**src/rtl/i2c_slave_pkg.sv**
```systemverilog
// Shared types and constants for the I2C slave transmit path.
package i2c_slave_pkg;

  localparam int unsigned DEF_CNT_W     = 8;
  localparam int unsigned BIT_CNT_W     = 4;
  localparam logic [7:0]  DEF_FILL_BYTE = 8'hFF;

  localparam logic ACK_LVL  = 1'b0;
  localparam logic NACK_LVL = 1'b1;

  typedef enum logic [2:0] {
    ST_IDLE      = 3'd0,
    ST_FETCH     = 3'd1,
    ST_LOAD      = 3'd2,
    ST_WAIT_FALL = 3'd3,
    ST_SHIFT     = 3'd4,
    ST_ACK       = 3'd5,
    ST_DONE      = 3'd6
  } state_t;

endpackage

```
**src/rtl/i2c_slave_tx_ctrl_if.sv**
```systemverilog
// Bus bundle between the TX sequencer, the SCL/SDA front end, address decoder and TX FIFO.
interface i2c_slave_tx_ctrl_if
  import i2c_slave_pkg::*;
#(
  parameter int unsigned CNT_W = DEF_CNT_W
);

  logic             scl_rise;
  logic             scl_fall;
  logic             start_det;
  logic             stop_det;
  logic             rd_start;
  logic             sda_in;
  logic             fifo_empty;
  logic             fifo_wr_en;
  logic [7:0]       fifo_data;
  logic             fifo_rd_en;
  logic             sda_oe;
  logic             busy;
  logic             underrun;
  logic             nack_done;
  logic [CNT_W-1:0] byte_cnt;

  // Sequencer side
  modport slave (
    input  scl_rise, scl_fall, start_det, stop_det, rd_start, sda_in,
           fifo_empty, fifo_wr_en, fifo_data,
    output fifo_rd_en, sda_oe, busy, underrun, nack_done, byte_cnt
  );

  // Environment side (front end, decoder, FIFO)
  modport master (
    output scl_rise, scl_fall, start_det, stop_det, rd_start, sda_in,
           fifo_empty, fifo_wr_en, fifo_data,
    input  fifo_rd_en, sda_oe, busy, underrun, nack_done, byte_cnt
  );

endinterface

```
**src/rtl/i2c_tx_shifter.sv**
```systemverilog
// 8-bit MSB-first load/shift register with bit counter and registered last-bit flag.
module i2c_tx_shifter
  import i2c_slave_pkg::*;
#(
  parameter logic [7:0] RST_VAL = DEF_FILL_BYTE
) (
  input  logic       clk,
  input  logic       rst,
  input  logic       load,
  input  logic [7:0] load_data,
  input  logic       start,
  input  logic       shift,
  output logic       msb,
  output logic       next_bit,
  output logic       last_bit
);

  logic [7:0]           sreg;
  logic [BIT_CNT_W-1:0] bit_cnt;

  always_ff @(posedge clk or negedge rst) begin
    if (!rst) begin
      sreg     <= RST_VAL;
      bit_cnt  <= '0;
      last_bit <= 1'b0;
    end else if (load) begin
      sreg     <= load_data;
      bit_cnt  <= '0;
      last_bit <= 1'b0;
    end else if (start) begin
      bit_cnt  <= BIT_CNT_W'(1);
      last_bit <= 1'b0;
    end else if (shift) begin
      sreg     <= {sreg[6:0], 1'b1};
      bit_cnt  <= bit_cnt + BIT_CNT_W'(1);
      // The shift that brings the count to 8 marks the last data bit on the wire
      last_bit <= (bit_cnt == BIT_CNT_W'(7));
    end
  end

  assign msb      = sreg[7];
  assign next_bit = sreg[6];

endmodule

```
**src/rtl/i2c_slave_tx_ctrl.sv**
```systemverilog
// I2C slave read-path sequencer: pops TX FIFO bytes and serialises them MSB-first on SDA.
module i2c_slave_tx_ctrl
  import i2c_slave_pkg::*;
#(
  parameter logic [7:0]  FILL_BYTE = DEF_FILL_BYTE,
  parameter int unsigned CNT_W     = DEF_CNT_W
) (
  input  logic               clk,
  input  logic               rst,
  i2c_slave_tx_ctrl_if.slave bus
);

  state_t           state_q, state_d;
  logic             sda_oe_q, sda_oe_d;
  logic             busy_q;
  logic             underrun_q, underrun_d;
  logic             nack_q, nack_d;
  logic [CNT_W-1:0] byte_cnt_q, byte_cnt_d;

  logic             abort;
  logic             pop_c;
  logic             sh_load, sh_start, sh_shift;
  logic [7:0]       sh_data;
  logic             sh_msb, sh_next, sh_last;

  assign abort = bus.start_det | bus.stop_det;

  // Combinational pop so it can never coincide with a FIFO write
  assign pop_c = (state_q == ST_FETCH) && !abort && !bus.fifo_empty && !bus.fifo_wr_en;

  i2c_tx_shifter #(.RST_VAL(FILL_BYTE)) u_shifter (
    .clk       (clk),
    .rst       (rst),
    .load      (sh_load),
    .load_data (sh_data),
    .start     (sh_start),
    .shift     (sh_shift),
    .msb       (sh_msb),
    .next_bit  (sh_next),
    .last_bit  (sh_last)
  );

  always_ff @(posedge clk or negedge rst) begin
    if (!rst) begin
      state_q    <= ST_IDLE;
      sda_oe_q   <= 1'b0;
      busy_q     <= 1'b0;
      underrun_q <= 1'b0;
      nack_q     <= 1'b0;
      byte_cnt_q <= '0;
    end else begin
      state_q    <= state_d;
      sda_oe_q   <= sda_oe_d;
      busy_q     <= (state_d != ST_IDLE);
      underrun_q <= underrun_d;
      nack_q     <= nack_d;
      byte_cnt_q <= byte_cnt_d;
    end
  end

  // Next state and next values of the registered outputs
  always_comb begin
    state_d    = state_q;
    sda_oe_d   = sda_oe_q;
    underrun_d = 1'b0;
    nack_d     = 1'b0;
    byte_cnt_d = byte_cnt_q;
    sh_load    = 1'b0;
    sh_data    = bus.fifo_data;
    sh_start   = 1'b0;
    sh_shift   = 1'b0;

    if (abort) begin
      state_d  = ST_IDLE;
      sda_oe_d = 1'b0;
    end else begin
      unique case (state_q)
        ST_IDLE: begin
          sda_oe_d = 1'b0;
          if (bus.rd_start) begin
            state_d    = ST_FETCH;
            byte_cnt_d = '0;
          end
        end
        ST_FETCH: begin
          if (bus.fifo_empty) begin
            sh_load    = 1'b1;
            sh_data    = FILL_BYTE;
            underrun_d = 1'b1;
            state_d    = ST_WAIT_FALL;
          end else if (pop_c) begin
            state_d = ST_LOAD;
          end
        end
        ST_LOAD: begin
          sh_load = 1'b1;
          state_d = ST_WAIT_FALL;
        end
        ST_WAIT_FALL: begin
          if (bus.scl_fall) begin
            sh_start = 1'b1;
            sda_oe_d = ~sh_msb;
            state_d  = ST_SHIFT;
          end
        end
        ST_SHIFT: begin
          if (bus.scl_fall) begin
            if (sh_last) begin
              sda_oe_d = 1'b0;
              state_d  = ST_ACK;
            end else begin
              sh_shift = 1'b1;
              sda_oe_d = ~sh_next;
            end
          end
        end
        ST_ACK: begin
          sda_oe_d = 1'b0;
          if (bus.scl_rise) begin
            if (byte_cnt_q != {CNT_W{1'b1}}) begin
              byte_cnt_d = byte_cnt_q + CNT_W'(1);
            end
            if (bus.sda_in == ACK_LVL) begin
              state_d = ST_FETCH;
            end else begin
              nack_d  = 1'b1;
              state_d = ST_DONE;
            end
          end
        end
        ST_DONE: begin
          sda_oe_d = 1'b0;
        end
        default: begin
          state_d  = ST_IDLE;
          sda_oe_d = 1'b0;
        end
      endcase
    end
  end

  assign bus.fifo_rd_en = pop_c;
  assign bus.sda_oe     = sda_oe_q;
  assign bus.busy       = busy_q;
  assign bus.underrun   = underrun_q;
  assign bus.nack_done  = nack_q;
  assign bus.byte_cnt   = byte_cnt_q;

endmodule
```
**src/flat_wrapper.sv**
```systemverilog
// flat-port wrapper written by rule: the top's interface ports become plain ports
module i2c_slave_tx_ctrl_flat import i2c_slave_pkg::*;
#(
  parameter logic [7:0]  FILL_BYTE = DEF_FILL_BYTE,
  parameter int unsigned CNT_W     = DEF_CNT_W
)
  (clk, rst, bus_scl_rise, bus_scl_fall, bus_start_det, bus_stop_det, bus_rd_start, bus_sda_in, bus_fifo_empty, bus_fifo_wr_en, bus_fifo_data, bus_fifo_rd_en, bus_sda_oe, bus_busy, bus_underrun, bus_nack_done, bus_byte_cnt);
  i2c_slave_tx_ctrl_if #(.CNT_W(CNT_W)) bus_i ();
  input  logic clk;
  input  logic rst;
  input wire logic [$bits(bus_i.scl_rise)-1:0] bus_scl_rise;
  input wire logic [$bits(bus_i.scl_fall)-1:0] bus_scl_fall;
  input wire logic [$bits(bus_i.start_det)-1:0] bus_start_det;
  input wire logic [$bits(bus_i.stop_det)-1:0] bus_stop_det;
  input wire logic [$bits(bus_i.rd_start)-1:0] bus_rd_start;
  input wire logic [$bits(bus_i.sda_in)-1:0] bus_sda_in;
  input wire logic [$bits(bus_i.fifo_empty)-1:0] bus_fifo_empty;
  input wire logic [$bits(bus_i.fifo_wr_en)-1:0] bus_fifo_wr_en;
  input wire logic [$bits(bus_i.fifo_data)-1:0] bus_fifo_data;
  output wire logic [$bits(bus_i.fifo_rd_en)-1:0] bus_fifo_rd_en;
  output wire logic [$bits(bus_i.sda_oe)-1:0] bus_sda_oe;
  output wire logic [$bits(bus_i.busy)-1:0] bus_busy;
  output wire logic [$bits(bus_i.underrun)-1:0] bus_underrun;
  output wire logic [$bits(bus_i.nack_done)-1:0] bus_nack_done;
  output wire logic [$bits(bus_i.byte_cnt)-1:0] bus_byte_cnt;
  assign bus_i.scl_rise = bus_scl_rise;
  assign bus_i.scl_fall = bus_scl_fall;
  assign bus_i.start_det = bus_start_det;
  assign bus_i.stop_det = bus_stop_det;
  assign bus_i.rd_start = bus_rd_start;
  assign bus_i.sda_in = bus_sda_in;
  assign bus_i.fifo_empty = bus_fifo_empty;
  assign bus_i.fifo_wr_en = bus_fifo_wr_en;
  assign bus_i.fifo_data = bus_fifo_data;
  assign bus_fifo_rd_en = bus_i.fifo_rd_en;
  assign bus_sda_oe = bus_i.sda_oe;
  assign bus_busy = bus_i.busy;
  assign bus_underrun = bus_i.underrun;
  assign bus_nack_done = bus_i.nack_done;
  assign bus_byte_cnt = bus_i.byte_cnt;
  i2c_slave_tx_ctrl #(.FILL_BYTE(FILL_BYTE), .CNT_W(CNT_W)) u_core (.clk(clk), .rst(rst), .bus(bus_i));
endmodule
```
**config.mk**
```make
export PLATFORM = sky130hd
export DESIGN_NAME = i2c_slave_tx_ctrl_flat
export DESIGN_NICKNAME = d
export VERILOG_FILES = /design/src/rtl/i2c_slave_pkg.sv /design/src/rtl/i2c_slave_tx_ctrl_if.sv /design/src/rtl/i2c_tx_shifter.sv /design/src/rtl/i2c_slave_tx_ctrl.sv /design/src/flat_wrapper.sv
export SDC_FILE = /design/constraint.sdc
export NUM_CORES = 1
export LEC_CHECK = 0
export ABC_AREA = 1
export CAP_MARGIN = 0
export CORE_MARGIN = 2
export CORE_UTILIZATION = 45
export CTS_BUF_LIST = sky130_fd_sc_hd__clkbuf_2 sky130_fd_sc_hd__clkbuf_4 sky130_fd_sc_hd__clkbuf_8
export CTS_CLUSTER_DIAMETER = 60
export DETAILED_ROUTE_END_ITERATION = 10
export PLACE_DENSITY = 0.69
export REMOVE_ABC_BUFFERS = 1
export SYNTH_ARGS = -nofsm -noshare
export SYNTH_HDL_FRONTEND = slang
export SYNTH_SLANG_ARGS = --single-unit
export TNS_END_PERCENT = 100
```
**constraint.sdc**
```tcl
create_clock -name clk -period 1.45 [get_ports clk]
set_input_delay 0.435 -clock clk [delete_from_list [all_inputs] [get_ports clk]]
set_output_delay 0.435 -clock clk [all_outputs]
set_load 0.02 [all_outputs]
```
[Yosys cells after proc, flatten, opt, wreduce, memory -nomap -nowiden]
Index checks and enable logic that the tools add are counted.
Storage, ports and cells
  register bits after elaboration: 28
  bits of input ports: 18
  output and inout bits: 13
  logic and storage cells: 92
Cells by class
  add/sub/neg operators: 2
  equal/unequal tests: 15
  muxes and demuxes: 47
  bitwise gates (word level): 4
  reductions and logical operators: 15
Operators with widths (count)
  $mux 8: 9
  $mux 3: 9
  $mux 1: 22
  $pmux 3 s7: 1
  $pmux 8 s2: 1
  $mux 4: 3
  $eq 3x3->1 const B: 3
  $add 8x1->8 const B: 1
  $ne 8x8->1 const B: 1
  $eq 3x2->1 const B: 2
  $ne 2x1->1 const B: 3
  $ne 3x2->1 const B: 2
  $reduce_bool 3->1: 2
  $reduce_and 5->1: 1
  $add 4x1->4 const B: 1
  $eq 4x3->1 const B: 1
  $ne 2x2->1 const B: 2
  $reduce_bool 2->1: 2
  $eq 3x1->1 const B: 1
  $logic_and 1x1->1: 3
  $logic_not 1->1: 3
  $logic_not 3->1: 1
  $not 1->1: 3
  $pmux 1 s3: 1
  other kinds (5): 5

[Longest topological paths before layout]
Gate-level depths: netlist of run 1.
  word-level depth: 10
  mapped depth: 9
  depth with buffers taken out: 9

[Cells and area by module]
A second synthesis of run 1 with hierarchy kept.
Second synthesis, totals
  cells, all modules: 227
  area, all modules: 1712.9 µm²
By module, submodules not included
  i2c_slave_tx_ctrl: instances 1, cells an instance 149, area an instance 1059.8 µm², sequential area each 375.4 µm²
  i2c_tx_shifter: instances 1, cells an instance 78, area an instance 653.1 µm², sequential area each 335.3 µm²

[Worst setup path before layout of run 1]
OpenSTA, ideal clock, no wires.
  path type: input -> output
  start: input port bus_stop_det
  end: output port bus_fifo_rd_en
  data arrival time: 1.082 ns
  data required time: 1.015 ns
  setup slack: -0.067 ns
  stages: 4
  path buffers: 1
  cells stage by stage: nor2_2 -> buf_6 -> nand2_1 -> nor2_1
Between the ends
  longest elaborated chain between the ends: 5
RTL lines
  from (decl): line flat_wrapper.sv:14  | input wire logic [$bits(bus_i.stop_det)-1:0] bus_stop_det;
  $or 1x1->1: line i2c_slave_tx_ctrl.sv:26  | assign abort = bus.start_det | bus.stop_det;
  $logic_not 1->1: line i2c_slave_tx_ctrl.sv:29  | assign pop_c = (state_q == ST_FETCH) && !abort && !bus.fifo_empty && !bus.fifo_wr_en;
  $logic_and 1x1->1 (3 in a row): line i2c_slave_tx_ctrl.sv:29
  to (decl): line flat_wrapper.sv:20  | output wire logic [$bits(bus_i.fifo_rd_en)-1:0] bus_fifo_rd_en;
Every way passes these cells.

[Worst setup path after layout of run 1]
  start: register u_core.state_q[2]
  end: output port bus_fifo_rd_en
Between the ends
  longest elaborated chain between the ends: 4
RTL lines
  from (decl): line i2c_slave_tx_ctrl.sv:13  | state_t state_q, state_d;
  from (signal assigned): line i2c_slave_tx_ctrl.sv:52  | state_q <= state_d;
  $eq 3x1->1: line i2c_slave_tx_ctrl.sv:29
  $logic_and 1x1->1 (3 in a row): line i2c_slave_tx_ctrl.sv:29
Every way passes these cells.

==> metrics.md, run 1 <==
| Metric | Value |
|---|---|
| Core area | `0.00397 mm²` |
| Routed WL | `between 4 and 5 mm` |
| Cts bufs inserted | `3` |
| Fin. Hold Viols | `0` |
| Gr usage total | `20.8%` |
| Actual slew at the worst max-slew pin | `0.305 ns` |
| I/O pin count | `31` |
| Vias in the first global route | `1687` |
| Area post-placement | `0.00243 mm²` |
| Slew HR | `about 80%` |
| Layout cell share with drive strength beyond 1 | `about 27%` |
| Crit-path max FO | `2` |
| 1st-iter DRT viols | `~150` |
| First-pass GRT wire length | `between 7 and 8 mm` |
| Fin Setup TNS | `-0.485 ns` |
| Clock Tree Root | `clkbuf_8` |
| Diodes inserted | `0` |
| Worst reg2reg path depth | `7` |
| Leakage | `1.38 nW` |
| Worst-Skew Late Latency | `0.28 ns` |
| Fillers | `354` |
| Initial antenna violation count | `0` |
| Post-synthesis sequential area ratio | `38.7%` |
| Final WS setup | `-0.0784 ns` |
| Drt pass-1 iters | `4` |
| Via-to-Cell Ratio | `~5.0` |
| Syn_area_per_cell | `6.92 µm²` |
| Unrepaired setup endpoints after global routing | `yes` |
| Top Layer Used | `met4` |
| Drt wl/cell | `roughly 11 µm` |
| Remaining Overflow, GRT | `0` |
| Mapped Cells | `roughly 270` |
| Status | `complete, but fails checks` |
| Die Width | `67.8 µm` |
| Critical path launch point type | `flip-flop` |
| Reg-to-reg startpoint | `u_core.state_q[0]` |
| Max rail drop VDD | `approximately 0.35 mV` |
| Fin nets | `around 360` |
| Area grow syn2layout | `43.2%` |
| Pwr/cell area | `about 690 mW/mm²` |
| Post-Synthesis Cell Area | `0.00183 mm²` |
| DRC | `0` |
| DRT met1 WL | `2.11 mm` |
| Yosys reg bits | `28` |
| Count of cell types in the netlist | `28` |
| Vert. Die Dim | `67.8 µm` |
| Final period util | `105%` |
| Metal2 WL | `2.07 mm` |
| Cell area after layout | `~0.0026 mm²` |
| Setup crit end | `bus_fifo_rd_en` |
| Register Area | `711 µm²` |
| Number of core rows | `23` |
| Number of warnings issued by yosys | `0` |
| Routed Antenna Nets | `0` |
| Failing checks | `negative setup slack` |
| Largest net degree at the start of global routing | `29` |
| Post-DP HPWL | `3.17 mm` |
| Starting Density | `46.2%` |
| Setup CP Type | `reg -> out` |
| Tot Pwr | `~0.0018 W` |
| Met3 wire length | `174 µm` |
| FF-to-FF End | `u_core.u_shifter.bit_cnt[2]` |
| Fin util | `66.2%` |
| Count of final setup violators | `21` |
| Vias | `1906` |
| CP arrival | `1.09 ns` |
| CTS H-tree lvls | `1` |
| Hold buffers post-CTS | `0` |
| Footprint of the multi-input gates | `0.00108 mm²` |
| Fin Clk Skew | `0.00124 ns` |
| Clock sinks | `28` |
| Worst path required time | `1.02 ns` |
| R2R Setup Slk | `-0.04 ns` |
| Critical path launch point | `u_core.state_q[2]` |
| MaxCap Viol Count | `0` |
| Gpl congestion | `0.850` |
| CTS tree | `built` |
| Critical Path End Type | `output port` |
| Die Area | `0.00460 mm²` |
| Final slew viol count | `0` |
| Hold/Removal Path Class | `reg -> reg` |
| Hold depth | `2` |
| Min Tclk post-route | `around 1.5 ns` |
| I/O Buffers | `30` |
| Clock buffer depth | `2` |
| Peak Freq | `654 MHz` |
| Clock-pin transition on the worst setup and hold timing paths | `0.10 ns` |
[cell type report]
type                    count  area share [%]
clock buffers               3            1.57
clock inverters             1            1.14
inverters                  33            4.81
multi-input cells         200            41.0
flip-flops and latches     28            27.0
well taps                  50            2.38
repair buffers             70            22.1
[per-stage QoR]
stage / hold WS, ns / instances / setup WS, ns
3_3_place_gp: 0.457 / 375 / -0.824
4_1_cts: 0.475 / 382 / -0.105
2_1_floorplan: 0.139 / 260 / -0.163
6_report: 0.473 / 385 / -0.0784
3_5_place_dp: 0.459 / 375 / -0.823
5_1_grt: 0.490 / 385 / -0.134
[cells in the final DEF, fill, tap and decap left out, types with 3 or more instances in the layout]
master	count
a21oi_1	5
buf_4	38
clkbuf_2	4
clkbuf_8	3
clkdlybuf4s15_1	5
clkdlybuf4s50_1	12
dfrtp_1	20
dfstp_2	8
dlygate4sd2_1	6
inv_1	28
inv_2	4
nand2_1	82
nand2_2	5
nand3_1	34
nand3_2	3
nand3_4	4
nand4_1	6
nor2_1	29
nor2_2	3
nor2_4	7
o21bai_1	4
[cells in the mapped netlist]
cell	count	area share [%]
nand2_1	87	18
nand3_1	37	10
nor2_1	32	6.5
inv_1	28	5.7
dfrtp_1	20	27
dfstp_2	8	11
a21oi_1	6	1.6
nand4_1	6	2.0
inv_2	4	0.82
nand3_2	4	2.2
nor2_2	4	1.4
o21bai_1	4	1.6
buf_2	3	0.82
buf_6	2	1.2
ha_1	2	1.4
nand2_2	2	0.68
nor2_4	2	1.2
o21ai_0	2	0.55
o21ai_1	2	0.55
xor2_1	2	0.96
a21oi_4	1	0.89
inv_4	1	0.34
nor3_1	1	0.27
nor3_2	1	0.55
nor3_4	1	0.89
nor3b_1	1	0.41
nor4_1	1	0.34
or2_0	1	0.34
[worst min-delay path by stage]
stage	to	from	slack, ns
2_1_floorplan	u_core.bus.busy	rst	0.14
3_3_place_gp	u_core.u_shifter.sreg[4]	u_core.u_shifter.sreg[4]	0.46
3_5_place_dp	u_core.u_shifter.sreg[4]	u_core.u_shifter.sreg[4]	0.46
4_1_cts	u_core.u_shifter.sreg[4]	u_core.u_shifter.sreg[4]	0.48
5_1_grt	u_core.u_shifter.sreg[4]	u_core.u_shifter.sreg[4]	0.49
6_report	u_core.u_shifter.sreg[1]	u_core.u_shifter.sreg[1]	0.47
[routing by layer]
metal	track usage, %	vias up
li1	-	981
met3	2.47	5
met1	29.9	883
met4	6.25	0
met2	32.8	37
met5	0	-
[what timing repair did]
item / CTS / global route
resized for setup: 42 / 25
pin swaps: 11 / 6
buffers inserted: 3 / 2
gates cloned: 0 / 1
endpoints found under the setup margin: 36 / 31
[logic make-up after synthesis]
logic type	after synthesis	share of synthesized area [%]
and+or+nand+nor	180	44.7
buffers and inverters	38	8.94
DFF	28	38.7
AOI/OAI and AO/OA	15	5.25
xor gates and xnor gates	2	0.955
adders and majority gates	2	1.36
[critical path, stage by stage, from the launching register on]
cell     delay, ns
dfrtp_1       0.40
inv_2         0.08
nand3_4       0.09
nor2_4        0.12
buf_6         0.12
[registers in the layout, summed over array words and instances, names as in the netlist, 3 cells and up]
register / count
u_core.bus.byte_cnt: 8
u_core.state_q: 3
u_core.u_shifter.bit_cnt: 4
u_core.u_shifter.sreg: 8
[power breakdown]
part           switching, W  internal, W  total, W  leakage (nW)
clock              0.000261     0.000370  0.000631        0.0357
sequential        0.0000262     0.000855  0.000881         0.361
combinational      0.000152     0.000137  0.000289         0.986
(Power assumes the default switching activity.)
==> run 2: changes to the inputs <==
- CAP_MARGIN: 0 -> not set
- REMOVE_ABC_BUFFERS: 1 -> not set
==> run 2 against run 1 <==
The flow still finishes with violations (negative setup slack); sequential power about the same; clock power about the same; clock skew up 0.0039 ns; critical endpoint unchanged; fmax up 1.5%; clock-buffer cell count unchanged; combinational power down 4%.
==> metrics.md, run 2 (synthesis results as in run 1) <==
| Metric | Value |
|---|---|
| Critical Path End Type | `output port` |
| Vias in the first global route | `1712 (+1.5%)` |
| CP top delay family | `flip-flops` |
| Clock-pin transition on the worst setup and hold timing paths | `0.10 ns (about the same)` |
| Commonest cells after routing, fill and taps aside | `82 x nand2_1, 35 x buf_4, 30 x nand3_1` |
| Fin util | `65.8% (-0.38 points)` |
| Final slew viol count | `0 (unchanged)` |
| Count of final setup violators | `10 (-52%)` |
| First-pass GRT wire length | `7.40 mm (+1.0%)` |
| Largest net degree at the start of global routing | `29 (unchanged)` |
| Hold buffers post-CTS | `0 (unchanged)` |
| Critical path launch point type | `flip-flop` |
| Slew HR | `82.6% (+3.0 points)` |
| Unrepaired setup endpoints after global routing | `yes` |
| Max incr delay on CP | `0.39 ns (about the same)` |
| I/O Buffers | `30 (unchanged)` |
| Routed WL | `4.46 mm (+1.2%)` |
| Worst-Skew Late Latency | `0.28 ns (about the same)` |
| Layout cell share with drive strength beyond 1 | `28.3% (+0.85 points)` |
| Die Width | `67.8 µm (unchanged)` |
| Vias | `1841 (-3.4%)` |
| Gpl congestion | `0.877 (+3.1%)` |
| Gr usage total | `20.8% (-0.028 points)` |
| DRC | `0 (unchanged)` |
| Diodes inserted | `0 (unchanged)` |
| MaxCap Viol Count | `0 (unchanged)` |
| Number of core rows | `23 (unchanged)` |
| Crit-path max FO | `2 (unchanged)` |
| Clock buffer depth | `2 (unchanged)` |
| Status | `complete, but fails checks` |
| 1st-iter DRT viols | `131 (-12%)` |
| Vert. Die Dim | `67.8 µm (unchanged)` |
| Post-DP HPWL | `3.13 mm (-1.2%)` |
| Initial antenna violation count | `0 (unchanged)` |
| Clock sinks | `28 (unchanged)` |
| Drt pass-1 iters | `4 (unchanged)` |
| Fin Clk Skew | `0.00510 ns (+0.00385 ns)` |
| Pwr/cell area | `683 mW/mm² (-0.36%)` |
| Final period util | `104% (-1.6 points)` |
| Leakage | `1.36 nW (-1.3%)` |
| Starting Density | `46.2% (unchanged)` |
| Crit-path cells | `inv_2 > nand3_2 > nor2_2 > buf_6` |
| Worst path required time | `1.02 ns (about the same)` |
| Tot Pwr | `0.00178 W (-0.93%)` |
| DP Worst Slack | `-0.785 ns (+0.0374 ns)` |
| Placed insts | `373 (-0.53%)` |
| Slowest cell on crit path | `dfrtp_1` |
| Via-to-Cell Ratio | `4.82 (-2.7%)` |
| Drt wl/cell | `11.7 µm (+2.0%)` |
| Hold/Removal Path Class | `reg -> reg` |
| Leading cell type in the layout, fill and taps excluded | `nand2_1` |
| Peak Freq | `664 MHz (+1.5%)` |
| Final std cells w/o fill | `382 (-0.78%)` |
| Max rail drop VDD | `0.423 mV (+21%)` |
| Final WS setup | `-0.0558 ns (+0.0226 ns)` |
| Remaining Overflow, GRT | `0 (unchanged)` |
| CTS tree | `built` |
| Failing checks | `negative setup slack` |
| Area grow syn2layout | `42.4%` |
| CTS H-tree lvls | `1 (unchanged)` |
| Actual slew at the worst max-slew pin | `0.261 ns (-0.0440 ns)` |
| Die Area | `0.00460 mm² (unchanged)` |
| Fin. Hold Viols | `0 (unchanged)` |
| Worst Path Buf+Inv | `2 (unchanged)` |
| Cts bufs inserted | `3 (unchanged)` |
| Post-synth net total | `285` |
| Fin nets | `353 (-0.84%)` |
| Routed Antenna Nets | `0 (unchanged)` |
| Setup CP Type | `reg -> out` |
| I/O pin count | `31 (unchanged)` |
| CP arrival | `1.07 ns (-0.02 ns)` |
| Min Tclk post-route | `1.51 ns (-0.0226 ns)` |
| Core area | `0.00397 mm² (unchanged)` |
| Clock Tree Root | `clkbuf_8` |
run 2: changes by cell type in the layout (fill, tap and decap cells not counted), sizes merged:
cell,before,now
buf,43,40
clkdlybuf4s15,5,6
clkdlybuf4s50,12,11
dlymetal6s2s,0,1
nor2,39,38
run 2: repair_timing:
item	in CTS	in global routing
buffers inserted	1	4
setup endpoints to repair	37	29
pin swaps	9	10
resized for setup	37	29
hold endpoints to repair	0	0
run 2: worst paths after layout:
check                                    startpoint                        to  slack (ns)  depth (start not counted)
hold / removal             u_core.u_shifter.sreg[1]  u_core.u_shifter.sreg[1]        0.47                          2
min in group asynchronous                       rst         u_core.state_q[0]        0.50                          2
setup reg to reg                  u_core.state_q[0]    u_core.bus.byte_cnt[5]       -0.04                          7
max in group asynchronous                       rst  u_core.u_shifter.sreg[7]        0.72                          2
setup / recovery                  u_core.state_q[2]            bus_fifo_rd_en       -0.06                          4
hold reg to reg            u_core.u_shifter.sreg[1]  u_core.u_shifter.sreg[1]        0.47                          2
run 2: layout make-up:
class | count | area (µm²)
tap | 50 | 62.6
inverter | 33 | 126
fill | 347 | 1360
clock inverter | 1 | 30.0
multi-input combinational | 199 | 1060
timing repair buffer | 68 | 578
sequential | 28 | 711
clock buffer | 3 | 41.3
run 2: metal layers:
metal,track usage (%),vias up,part of all wire (%)
li1,-,973,-
met1,28.1,838,47
met2,35.5,26,49
met3,2.47,4,2.8
met4,5.00,0,0.78
met5,0,-,0
run 2: power breakdown:
part | switching (W) | leakage [nW] | total, W | internal, W
Clock | 0.000259 | 0.0357 | 0.000629 | 0.000370
Sequential | 0.0000249 | 0.361 | 0.000880 | 0.000855
Combinational | 0.000145 | 0.968 | 0.000276 | 0.000131
Total | 0.000429 | 1.36 | 0.00178 | 0.00136
run 2: per-stage QoR:
step	setup TNS, ns	cell area [µm²]	hold WS [ns]
floorplan	0	1840	0.139
global placement	-12.38	2420	0.452
detailed placement	-12.66	2420	0.459
CTS	-0.112	2510	0.475
global route	-1.45	2610	0.487
finish	-0.222	2610	0.473
run 2: worst reg2reg max path: stages (launching register included):
cell and delay [ns]:
dfrtp_1 0.42, buf_6 0.15, nor2_4 0.14, nand2_2 0.09, a21oi_4 0.23, nand3_4 0.19
nand3_2 0.12, nand2_2 0.05
==> run 3: changes to the inputs <==
- ABC_AREA: 1 -> not set
- CTS_BUF_LIST: sky130_fd_sc_hd__clkbuf_2 sky130_fd_sc_hd__clkbuf_4 sky130_fd_sc_hd__clkbuf_8 -> not set
- PLACE_DENSITY: 0.69 -> not set
- PLACE_DENSITY_LB_ADDON: not set -> 0.15
==> run 3 against run 2 <==
The run still ends with negative setup slack left; power shrank 3.5%; fmax shrank 15%; non-clock buffer count grew 11; via count shrank 8.0%.
==> metrics.md, run 3 <==
| Metric | Value |
|---|---|
| Min Tclk post-route | `1.77 ns (+0.261 ns)` |
| Count of final setup violators | `23 (+13)` |
| Clock Tree Root | `clkbuf_4` |
| Number of core rows | `21 (-8.7%)` |
| Commonest cells after routing, fill and taps aside | `38 x buf_4, 26 x nand2_1, 17 x dfrtp_1` |
| Most common cell in the synthesized netlist | `nand2_1` |
| Post-synthesis sequential area ratio | `44.7% (+5.9 points)` |
| Routed WL | `4.56 mm (+2.3%)` |
| Fin. Hold Viols | `0 (unchanged)` |
| Vert. Die Dim | `63.5 µm (-6.4%)` |
| Layout cell share with drive strength beyond 1 | `46.2% (+18 points)` |
| Fin util | `74.0% (+8.2 points)` |
| Synth cell count leaders | `29 x nand2_1, 20 x dfrtp_1, 13 x nor2_1, 11 x o21ai_1, 9 x o22ai_1` |
| Initial antenna violation count | `0 (unchanged)` |
| Placed insts | `279 (-25%)` |
| Core area | `0.00336 mm² (-15%)` |
| Fin Clk Skew | `0.00392 ns (-0.00117 ns)` |
| Fin nets | `272 (-23%)` |
| Via-to-Cell Ratio | `5.70 (+18%)` |
| First-pass GRT wire length | `6.84 mm (-7.6%)` |
| Vias in the first global route | `1545 (-9.8%)` |
| DRC | `0 (unchanged)` |
| R2R Setup Slk | `-0.23 ns (-0.19 ns)` |
| Failing checks | `negative setup slack` |
| Ys flop type | `dfrtp_1` |
| Syn_area_per_cell | `9.15 µm² (+32%)` |
| Area grow syn2layout | `56.4%` |
| CTS H-tree lvls | `1 (unchanged)` |
| Hold buffers post-CTS | `0 (unchanged)` |
| Crit-path max FO | `2 (unchanged)` |
| Worst-Skew Late Latency | `0.33 ns (+0.05 ns)` |
| Clock-pin transition on the worst setup and hold timing paths | `0.16 ns (+0.06 ns)` |
| Leakage | `1.10 nW (-19%)` |
| Die Area | `0.00403 mm² (-12%)` |
| FFs w/ async S/R, synth | `100% (unchanged)` |
| Mapped Cells | `174 (-34%)` |
| Leading cell type in the layout, fill and taps excluded | `buf_4` |
| Actual slew at the worst max-slew pin | `0.336 ns (+0.0756 ns)` |
| MaxCap Viol Count | `0 (unchanged)` |
| Routed Antenna Nets | `0 (unchanged)` |
| Number of warnings issued by yosys | `0 (unchanged)` |
| Final period util | `122% (+18 points)` |
| Remaining Overflow, GRT | `0 (unchanged)` |
| CTS tree | `built` |
| Largest net degree at the start of global routing | `29 (unchanged)` |
| Status | `complete, but fails checks` |
| Area contributors post-synth | `dfrtp_1 31%, dfstp_2 13%, nand2_1 6.8%` |
| Count of cell types in the netlist | `51 (+82%)` |
| Gr usage total | `21.4% (+0.61 points)` |
| Clock sinks | `28 (unchanged)` |
| Worst path required time | `1.02 ns (about the same)` |
| Post-synth net total | `194 (-32%)` |
| Max rail drop VDD | `0.544 mV (+29%)` |
| Final slew viol count | `0 (unchanged)` |
| Reg-to-reg startpoint | `u_core.state_q[2]` |
| Unrepaired setup endpoints after global routing | `yes` |
| Vias | `1694 (-8.0%)` |
| Setup CP Type | `reg -> out` |
| Share of the synthesized area in the top cell type | `31.4% (+4.2 points)` |
| Gpl congestion | `0.984 (+12%)` |
| DP Worst Slack | `-1.01 ns (-0.227 ns)` |
| Worst reg2reg path depth | `6 (-1)` |
| Peak Freq | `566 MHz (-15%)` |
| 1st-iter DRT viols | `118 (-9.9%)` |
| Final std cells w/o fill | `297 (-22%)` |
| Post-DP HPWL | `3.02 mm (-3.7%)` |
| Critical path launch point type | `flip-flop` |
| Die Width | `63.5 µm (-6.4%)` |
| Drt wl/cell | `15.4 µm (+32%)` |
| Cts bufs inserted | `3 (unchanged)` |
| Final WS setup | `-0.317 ns (-0.261 ns)` |
| Post-synth EDFFs | `0 (unchanged)` |
| Starting Density | `47.3% (+1.1 points)` |
| Yosys reg bits | `28 (unchanged)` |
| Drt pass-1 iters | `5 (+1)` |
| Slew HR | `77.5% (-5.1 points)` |
| Clock buffer depth | `2 (unchanged)` |
| Diodes inserted | `0 (unchanged)` |
| Post-Synthesis Cell Area | `0.00159 mm² (-13%)` |
| CP arrival | `1.33 ns (+0.26 ns)` |
| Pwr/cell area | `691 mW/mm² (+1.2%)` |
| I/O pin count | `31 (unchanged)` |
| Hold/Removal Path Class | `in -> async` |
| I/O Buffers | `30 (unchanged)` |
| Yosys top cell by area | `dfrtp_1` |
| Critical Path End Type | `output port` |
| FF-to-FF End | `u_core.bus.busy` |
-- run 3: power breakdown --
| part | total [W] | switching (W) | leakage [nW] | internal, W |
|---|---|---|---|---|
| clock network | 0.000517 | 0.000237 | 0.0279 | 0.000280 |
| registers | 0.000887 | 0.0000268 | 0.356 | 0.000860 |
| logic | 0.000318 | 0.000150 | 0.716 | 0.000168 |
| total | 0.00172 | 0.000414 | 1.10 | 0.00131 |
-- run 3: stage by stage --
| step | hold slack (ns) | total power, W | cell area [µm²] | TNS [ns] |
|---|---|---|---|---|
| floorplan | 0.139 | 0.00104 | 1630 | -0.206 |
| global placement | 0.454 | 0.00117 | 2210 | -16.99 |
| detailed placement | 0.456 | 0.00118 | 2210 | -18.51 |
| CTS | 0.433 | 0.00171 | 2370 | -2.97 |
| global route | 0.434 | 0.00180 | 2490 | -2.48 |
| finish | 0.436 | 0.00172 | 2490 | -1.43 |
-- run 3: critical path, cell delays in order (launching register included) --
cell	delay, ns
dfrtp_1	0.40
and2b_2	0.24
nand2_2	0.08
nor3_4	0.14
buf_6	0.14
-- run 3: repair_timing --
item / in CTS / in global routing
gates cloned: 0 / 1
endpoints found under the setup margin: 37 / 30
buffers inserted: 4 / 11
gates resized for setup: 74 / 24
pin swaps: 11 / 14
-- run 3: kinds of logic (layout without fill, tap and decap cells) --
kind of cell | Yosys count | count (layout) | share of synthesized area, %
AO/OA/AOI/OAI | 54 | 54 | 22.7
adder cells (fa/ha/maj) | 2 | 2 | 1.57
buffers and inverters | 8 | 85 | 3.46
flip-flops | 28 | 28 | 44.7
multiplexers | 3 | 3 | 1.97
AND/OR/NAND/NOR | 79 | 79 | 25.6
-- run 3: cell type report --
cell class,count,area (µm²)
flip-flops and latches,28,714
inverters,2,7.51
clock buffers,3,22.5
multi-input cells,138,992
clock inverters,1,30.0
repair buffers,79,666
well taps,46,57.6
fillers,263,873
-- run 3: worst max-delay path by stage --
stage,start,to,slack (ns),cells after the start
2_1_floorplan,u_core.state_q[0],bus_fifo_rd_en,-0.07,4
3_3_place_gp,bus_start_det,bus_fifo_rd_en,-0.96,5
3_5_place_dp,bus_start_det,bus_fifo_rd_en,-1.01,5
4_1_cts,u_core.state_q[2],bus_fifo_rd_en,-0.36,4
5_1_grt,u_core.state_q[1],bus_fifo_rd_en,-0.38,4
6_report,u_core.state_q[1],bus_fifo_rd_en,-0.32,4
-- run 3: per-layer routing --
| layer | vias up | global-route usage [%] | share of wire (%) |
|---|---|---|---|
| met3 | 13 | 3.21 | 5.2 |
| met5 | - | 0 | 0 |
| met2 | 63 | 35.1 | 51 |
| met4 | 0 | 9.24 | 1.9 |
| met1 | 821 | 27.9 | 42 |
| li1 | 797 | - | - |
